--- src/rtl/link_pkg.sv ---
// Shared definitions for the idle-word link: receiver FSM states and the bit-order
// helper used by both the transmit mux and the receive aligner.
package link_pkg;

  typedef enum logic [1:0] {
    SEARCH  = 2'd0,
    CONFIRM = 2'd1,
    LOCKED  = 2'd2
  } rx_state_t;

  localparam int unsigned LINK_MAX_WIDTH = 256;
  localparam int unsigned LINK_IDX_W     = $clog2(LINK_MAX_WIDTH);

  // Reverses the low 'width' bits of word; bits above 'width' come back as zero.
  function automatic logic [LINK_MAX_WIDTH-1:0] reverse_bits(
    input logic [LINK_MAX_WIDTH-1:0] word,
    input int unsigned               width
  );
    logic [LINK_MAX_WIDTH-1:0] rev;
    rev = '0;
    for (int unsigned i = 0; i < LINK_MAX_WIDTH; i++) begin
      if (i < width) rev[LINK_IDX_W'(i)] = word[LINK_IDX_W'(width - 1 - i)];
    end
    return rev;
  endfunction

endpackage

--- src/rtl/link_align_rx_if.sv ---
// Raw-in / aligned-out stream bundle of the link receiver; slave is the receiver side.
interface link_align_rx_if #(
  parameter int unsigned DATA_WIDTH = 32
) ();

  logic [DATA_WIDTH-1:0] tdata_in;
  logic                  tvalid_in;
  logic                  tready_in;
  logic [DATA_WIDTH-1:0] tdata_out;
  logic                  tvalid_out;
  logic                  tuser_bx0_out;
  logic                  tuser_idle_out;
  logic                  tready_out;

  modport slave (
    input  tdata_in, tvalid_in, tready_out,
    output tready_in, tdata_out, tvalid_out, tuser_bx0_out, tuser_idle_out
  );

  modport master (
    output tdata_in, tvalid_in, tready_out,
    input  tready_in, tdata_out, tvalid_out, tuser_bx0_out, tuser_idle_out
  );

endinterface

--- src/rtl/link_bit_window.sv ---
// Restores transmit bit order and extracts the DATA_WIDTH-bit window at the current
// bit offset from the current and previous accepted words.
module link_bit_window
  import link_pkg::*;
#(
  parameter int unsigned DATA_WIDTH         = 32,
  parameter int unsigned INPUT_REVERSE_BITS = 1
) (
  input  logic                          clk,
  input  logic                          aresetn,
  input  logic                          accept_i,
  input  logic [DATA_WIDTH-1:0]         tdata_i,
  input  logic [$clog2(DATA_WIDTH)-1:0] bit_offset_i,
  output logic [DATA_WIDTH-1:0]         window_o
);

  logic [DATA_WIDTH-1:0] word_r;
  logic [DATA_WIDTH-1:0] prev_q;

  always_comb begin
    if (INPUT_REVERSE_BITS != 0)
      word_r = DATA_WIDTH'(reverse_bits(LINK_MAX_WIDTH'(tdata_i), DATA_WIDTH));
    else
      word_r = tdata_i;
    window_o = DATA_WIDTH'({word_r, prev_q} >> bit_offset_i);
  end

  always_ff @(posedge clk) begin
    if (!aresetn)
      prev_q <= '0;
    else if (accept_i)
      prev_q <= word_r;
  end

endmodule

--- src/rtl/link_align_rx.sv ---
// Link receiver: searches bit offsets for the idle pattern, confirms lock over
// n_lock_words consecutive matches, then forwards aligned words with BX0/idle flags.
module link_align_rx
  import link_pkg::*;
#(
  parameter int unsigned DATA_WIDTH         = 32,
  parameter int unsigned INPUT_REVERSE_BITS = 1,
  parameter int unsigned DROP_IDLE          = 1
) (
  input  logic                          clk,
  input  logic                          aresetn,
  link_align_rx_if.slave                axis,
  input  logic [DATA_WIDTH-1:0]         idle_word,
  input  logic [DATA_WIDTH-1:0]         idle_word_BX0,
  input  logic [15:0]                   n_lock_words,
  input  logic                          resync,
  output logic                          locked,
  output logic [$clog2(DATA_WIDTH)-1:0] bit_offset
);

  localparam int unsigned    OW       = $clog2(DATA_WIDTH);
  localparam logic [OW-1:0]  OFF_LAST = OW'(DATA_WIDTH - 1);

  rx_state_t             state_q, state_d;
  logic [OW-1:0]         off_q, off_d, off_next;
  logic [15:0]           cnt_q, cnt_d, cnt_inc, thr;
  logic                  resync_q, resync_edge;
  logic                  accept, match, is_bx0, is_idle;
  logic [DATA_WIDTH-1:0] window;

  logic                  tvalid_q, bx0_q, idle_q;
  logic [DATA_WIDTH-1:0] tdata_q;

  assign accept         = axis.tvalid_in && axis.tready_out;
  assign axis.tready_in = axis.tready_out;

  link_bit_window #(
    .DATA_WIDTH         (DATA_WIDTH),
    .INPUT_REVERSE_BITS (INPUT_REVERSE_BITS)
  ) u_window (
    .clk          (clk),
    .aresetn      (aresetn),
    .accept_i     (accept),
    .tdata_i      (axis.tdata_in),
    .bit_offset_i (off_q),
    .window_o     (window)
  );

  assign is_bx0      = (window == idle_word_BX0);
  assign is_idle     = (window == idle_word);
  assign match       = is_idle || is_bx0;
  assign resync_edge = resync && !resync_q;
  assign thr         = (n_lock_words == '0) ? 16'd1 : n_lock_words;
  assign cnt_inc     = (cnt_q == '1) ? cnt_q : cnt_q + 16'd1;
  assign off_next    = (off_q == OFF_LAST) ? '0 : off_q + OW'(1);

  // The beat whose match reaches the threshold moves straight to LOCKED, so locked
  // rises one clock after it; the CONFIRM threshold check also covers a threshold
  // lowered while confirming.
  always_comb begin
    state_d = state_q;
    off_d   = off_q;
    cnt_d   = cnt_q;
    if (resync_edge) begin
      state_d = SEARCH;
      off_d   = '0;
      cnt_d   = '0;
    end else begin
      case (state_q)
        SEARCH: begin
          if (accept) begin
            if (match) begin
              cnt_d   = 16'd1;
              state_d = (thr <= 16'd1) ? LOCKED : CONFIRM;
            end else begin
              off_d = off_next;
            end
          end
        end
        CONFIRM: begin
          if (cnt_q >= thr) begin
            state_d = LOCKED;
          end else if (accept) begin
            if (match) begin
              cnt_d = cnt_inc;
              if (cnt_inc >= thr) state_d = LOCKED;
            end else begin
              state_d = SEARCH;
              off_d   = off_next;
            end
          end
        end
        LOCKED:  state_d = LOCKED;
        default: state_d = SEARCH;
      endcase
    end
  end

  always_ff @(posedge clk) begin
    if (!aresetn) begin
      state_q  <= SEARCH;
      off_q    <= '0;
      cnt_q    <= '0;
      resync_q <= 1'b0;
    end else begin
      state_q  <= state_d;
      off_q    <= off_d;
      cnt_q    <= cnt_d;
      resync_q <= resync;
    end
  end

  always_ff @(posedge clk) begin
    if (!aresetn) begin
      tvalid_q <= 1'b0;
      tdata_q  <= '0;
      bx0_q    <= 1'b0;
      idle_q   <= 1'b0;
    end else if (axis.tready_out) begin
      tvalid_q <= accept && (state_q == LOCKED) && !((DROP_IDLE != 0) && match);
      tdata_q  <= window;
      bx0_q    <= is_bx0;
      idle_q   <= match;
    end
  end

  assign axis.tvalid_out     = tvalid_q;
  assign axis.tdata_out      = tdata_q;
  assign axis.tuser_bx0_out  = bx0_q;
  assign axis.tuser_idle_out = idle_q;
  assign locked              = (state_q == LOCKED);
  assign bit_offset          = off_q;

endmodule

--- src/flat_wrapper.sv ---
// flat-port wrapper written by rule: the top's interface ports become plain ports
module link_align_rx_flat import link_pkg::*;
#(
  parameter int unsigned DATA_WIDTH         = 32,
  parameter int unsigned INPUT_REVERSE_BITS = 1,
  parameter int unsigned DROP_IDLE          = 1
)
  (clk, aresetn, idle_word, idle_word_BX0, n_lock_words, resync, locked, bit_offset, axis_tdata_in, axis_tvalid_in, axis_tready_out, axis_tready_in, axis_tdata_out, axis_tvalid_out, axis_tuser_bx0_out, axis_tuser_idle_out);
  link_align_rx_if #(.DATA_WIDTH(DATA_WIDTH)) axis_i ();
  input  logic clk;
  input  logic aresetn;
  input  logic [DATA_WIDTH-1:0] idle_word;
  input  logic [DATA_WIDTH-1:0] idle_word_BX0;
  input  logic [15:0] n_lock_words;
  input  logic resync;
  output logic locked;
  output logic [$clog2(DATA_WIDTH)-1:0] bit_offset;
  input wire logic [$bits(axis_i.tdata_in)-1:0] axis_tdata_in;
  input wire logic [$bits(axis_i.tvalid_in)-1:0] axis_tvalid_in;
  input wire logic [$bits(axis_i.tready_out)-1:0] axis_tready_out;
  output wire logic [$bits(axis_i.tready_in)-1:0] axis_tready_in;
  output wire logic [$bits(axis_i.tdata_out)-1:0] axis_tdata_out;
  output wire logic [$bits(axis_i.tvalid_out)-1:0] axis_tvalid_out;
  output wire logic [$bits(axis_i.tuser_bx0_out)-1:0] axis_tuser_bx0_out;
  output wire logic [$bits(axis_i.tuser_idle_out)-1:0] axis_tuser_idle_out;
  assign axis_i.tdata_in = axis_tdata_in;
  assign axis_i.tvalid_in = axis_tvalid_in;
  assign axis_i.tready_out = axis_tready_out;
  assign axis_tready_in = axis_i.tready_in;
  assign axis_tdata_out = axis_i.tdata_out;
  assign axis_tvalid_out = axis_i.tvalid_out;
  assign axis_tuser_bx0_out = axis_i.tuser_bx0_out;
  assign axis_tuser_idle_out = axis_i.tuser_idle_out;
  link_align_rx #(.DATA_WIDTH(DATA_WIDTH), .INPUT_REVERSE_BITS(INPUT_REVERSE_BITS), .DROP_IDLE(DROP_IDLE)) u_core (.clk(clk), .aresetn(aresetn), .axis(axis_i), .idle_word(idle_word), .idle_word_BX0(idle_word_BX0), .n_lock_words(n_lock_words), .resync(resync), .locked(locked), .bit_offset(bit_offset));
endmodule
--- config.mk ---
export PLATFORM = sky130hd
export DESIGN_NAME = link_align_rx_flat
export DESIGN_NICKNAME = d
export VERILOG_FILES = /design/src/rtl/link_pkg.sv /design/src/rtl/link_align_rx_if.sv /design/src/rtl/link_bit_window.sv /design/src/rtl/link_align_rx.sv /design/src/flat_wrapper.sv
export SDC_FILE = /design/constraint.sdc
export NUM_CORES = 1
export LEC_CHECK = 0
export CAP_MARGIN = 10
export CORE_MARGIN = 2
export CORE_UTILIZATION = 49
export DETAILED_ROUTE_END_ITERATION = 8
export PLACE_DENSITY = 0.85
export RECOVER_POWER = 100
export REMOVE_ABC_BUFFERS = 1
export SKIP_LAST_GASP = 1
export SLEW_MARGIN = 15
export SYNTH_ARGS = -nofsm -noshare
export SYNTH_HDL_FRONTEND = slang
export SYNTH_HIERARCHICAL = 1
export SYNTH_SLANG_ARGS = --single-unit
--- constraint.sdc ---
create_clock -name clk -period 3.5 [get_ports clk]
set_clock_uncertainty 0.2 [all_clocks]
set_input_delay 0.525 -clock clk [delete_from_list [all_inputs] [get_ports clk]]
set_output_delay 0.525 -clock clk [all_outputs]
set_load 0.005 [all_outputs]
==> results of run 1 <==
## critical path, stage by stage, from the launching register on
cell and delay [ps]:
dfxtp_4 410, buf_8 150, buf_4 120, mux4_2 520, mux2_4 330, mux2i_1 170
buf_4 160, o221ai_2 150, buf_4 180, xor2_1 160, nor4_1 310, nand4_1 220
nor2_4 210, o2111ai_4 170, buf_6 160, or4b_1 460, nand3_1 100
## sequential cells by signal, indices dropped and copies added, names as in the netlist
name and count:
u_core/axis.tuser_bx0_out 1, u_core/cnt_q 16, u_core/bit_offset 5, u_core/u_window/prev_q 32, u_core/axis.tuser_idle_out 1, u_core/state_q 2
u_core/axis.tvalid_out 1, u_core/axis.tdata_out 32, u_core/resync_q 1
## power breakdown
group / switching (mW) / internal, mW
Sequential: 0.0294 / 1.07
Clock: 0.450 / 0.721
Combinational: 0.440 / 0.508
Total: 0.919 / 2.29
## layout make-up
class                           instances  area, um^2  area share [%]
Clock buffer                           12         246            1.84
Tap cell                              229         287            2.14
Inverter                               27         101           0.756
Clock inverter                          4        98.8           0.737
Sequential cell                        91        1830            13.6
Timing Repair Buffer                  442        3830            28.6
Multi-Input combinational cell        772        7020            52.3
## per-layer routing
metal  GRT usage [%]  up-vias
li1                -     4380
met1            50.8     4718
met2            60.4      561
met3            6.65      110
met4            12.4        0
met5               0        -
## what timing repair did
| action | in CTS | in global routing |
|---|---|---|
| buffers inserted | 12 | 7 |
| setup endpoints to repair | 26 | 26 |
| pin swaps | 38 | 18 |
| endpoints found under the hold margin | 0 | 0 |
| gates resized for setup | 82 | 20 |
| hold buffers | 0 | 0 |
## cell families after synthesis
logic type               after synthesis  share of synthesized area [%]
flip-flops                            91                           20.6
XOR/XNOR                              76                           7.54
adder cells (fa/ha/maj)               35                           4.96
multiplexers                         213                           29.7
AO/OA/AOI/OAI                        168                           14.6
buffers and inverters                 82                           4.36
AND/OR/NAND/NOR                      280                           18.2
## final timing paths
check | end | cells past startpoint
worst max-delay path | u_core/cnt_q[11] | 16
worst min-delay path | u_core/axis.tuser_idle_out | 1
worst min register to register | u_core/axis.tuser_idle_out | 1
worst max register to register | u_core/cnt_q[11] | 16
## cell usage in the layout, fill, tap and decap left out, types with 10 or more instances in the layout
| master | netlist | routed |
|---|---|---|
| mux2i_1 | 126 | 120 |
| nand2_1 | 58 | 57 |
| nand4_1 | 21 | 21 |
| buf_4 | 7 | 263 |
| xnor2_1 | 10 | 10 |
| o21ai_0 | 11 | 10 |
| nor2b_1 | 71 | 71 |
| nand3_1 | 19 | 15 |
| clkdlybuf4s50_1 | 0 | 112 |
| nor2_1 | 30 | 30 |
| buf_6 | 5 | 12 |
| nor4_1 | 21 | 15 |
| xor2_1 | 66 | 64 |
| a21oi_1 | 22 | 21 |
| o211ai_1 | 10 | 10 |
| o221ai_2 | 0 | 12 |
| a2bb2oi_1 | 19 | 19 |
| mux2_2 | 54 | 41 |
| dlygate4sd3_1 | 0 | 35 |
| ha_1 | 35 | 35 |
| o22a_1 | 14 | 14 |
| mux2_4 | 0 | 13 |
| a22oi_1 | 15 | 15 |
| inv_1 | 25 | 24 |
| mux4_2 | 31 | 33 |
| dfxtp_1 | 91 | 88 |
## metrics by stage
step / worst slack [ps] / instances / area [um^2] / util (%) / hold WS, ps
floorplan: -2740 / 890 / 8550 / - / 277
global placement: -1160 / 1543 / 12500 / 70.0 / 262
detailed placement: -1270 / 1543 / 12500 / 70.0 / 272
CTS: -615 / 1571 / 13300 / 74.4 / 282
global route: -867 / 1577 / 13400 / 75.2 / 316
finish: -755 / 1577 / 13400 / 75.2 / 276
==> metrics.txt, run 1 <==
Power per Cell Area=240 nW/um^2; DRT antenna net count=0; P_leak=5.89 nW; met2 wire length=16900 um; setup_tns=-16100 ps; dominant cells by area after synthesis=dfxtp_1 (21%), mux2i_1 (14%), mux4_2 (7.9%); Worst Hold Class=flip-flop to flip-flop; GRT Overall Usage=37.4%; worst skew pair latency=360 ps; HP Start=u_core/axis.tuser_idle_out; WL met3=3330 um; CTS tree=yes; Max-slew headroom=19.2%; Avg Inst Size Synth=9.35 um^2; Peak VDD IR=0.236 mV; final hold vios=0; I/O pin count=159; Reg2Reg Setup Slack=-760 ps; FP Rows=49; most common cell in the netlist=mux2i_1; Setup crit start kind=flip-flop; Setup Viol. Count Final=26; worst r2r src=u_core/bit_offset[1]; CTS buffer count=9; drt total wl=36800 um; Core Area=17800 um^2; die width=138 um; Clock transition at path regs=70 ps; Max Freq=235 MHz; Max Used Layer=met4; met1 wire length=15300 um; CP startpoint=u_core/bit_offset[1]; Worst Path Arrival=4350 ps; Die Footprint=19100 um^2; max_cap viols=0; Root Buffer=clkbuf_16; via/cell ratio=6.19; FF+latch count, synth=91; # diodes=0; endpoint class of the critical path=flip-flop; fin crit share=122%; Routed WL per cell=23.3 um; Syn. warnings=6; port buffer count=158; GP Congestion=1.07; first-pass GRT wire length=56000 um; Post-synth EDFFs=0; Tightest Pin Transition=1210 ps; vias post-DR=9769; vias in the first global route=9636; fraction of registers with async set/reset=0%; Die Y=138 um; GR Overflow Total=0; H-Tree Depth=3; register area share after synthesis=20.6%; DP HPWL=29000 um; WS Path Type=flip-flop to flip-flop; final count of pins violating max slew=0; Pre-antenna DRT Iters=5; failing checks=setup timing; Tmin final=4260 ps; post-synth cell types=79; drt drc=0; post-route setup slack=-755 ps; drt initial violations=1064; Layout area overhead=51.9%; initial antenna violation count=0; Post-Syn Area=8830 um^2; synthesized instance count=945; most frequent cells after synthesis=mux2i_1 (126), dfxtp_1 (91), nor2b_1 (71); Design Power=3.21 mW; Synth Flop Type=dfxtp_1; largest net degree at the start of global routing=69; Critical Path Fanout Max=5; Yosys top cell by area=dfxtp_1; Worst EP required=3600 ps; largest buffer count on any clock path=2; clk sinks=91; Nets=1495; initial core utilization=49.5%; Yosys top cell area share=20.6%; # fillers=1245; layout cell share with drive strength beyond 1=34.6%; outcome=finished, violations left; RSZ-0062 raised after global routing=true
Power figures use the tool's default switching activity.
==> inputs of run 2 (changes only) <==
CTS_CLUSTER_DIAMETER = 200   (was unset)
==> results of run 2 <==
Final layout, timing and power as in run 1 (identical DEF).
==> inputs of run 3 (changes only) <==
ABC_CLOCK_PERIOD_IN_PS = 3500   (was unset)
==> results of run 3 <==
Final layout, timing and power as in run 1 (identical DEF).
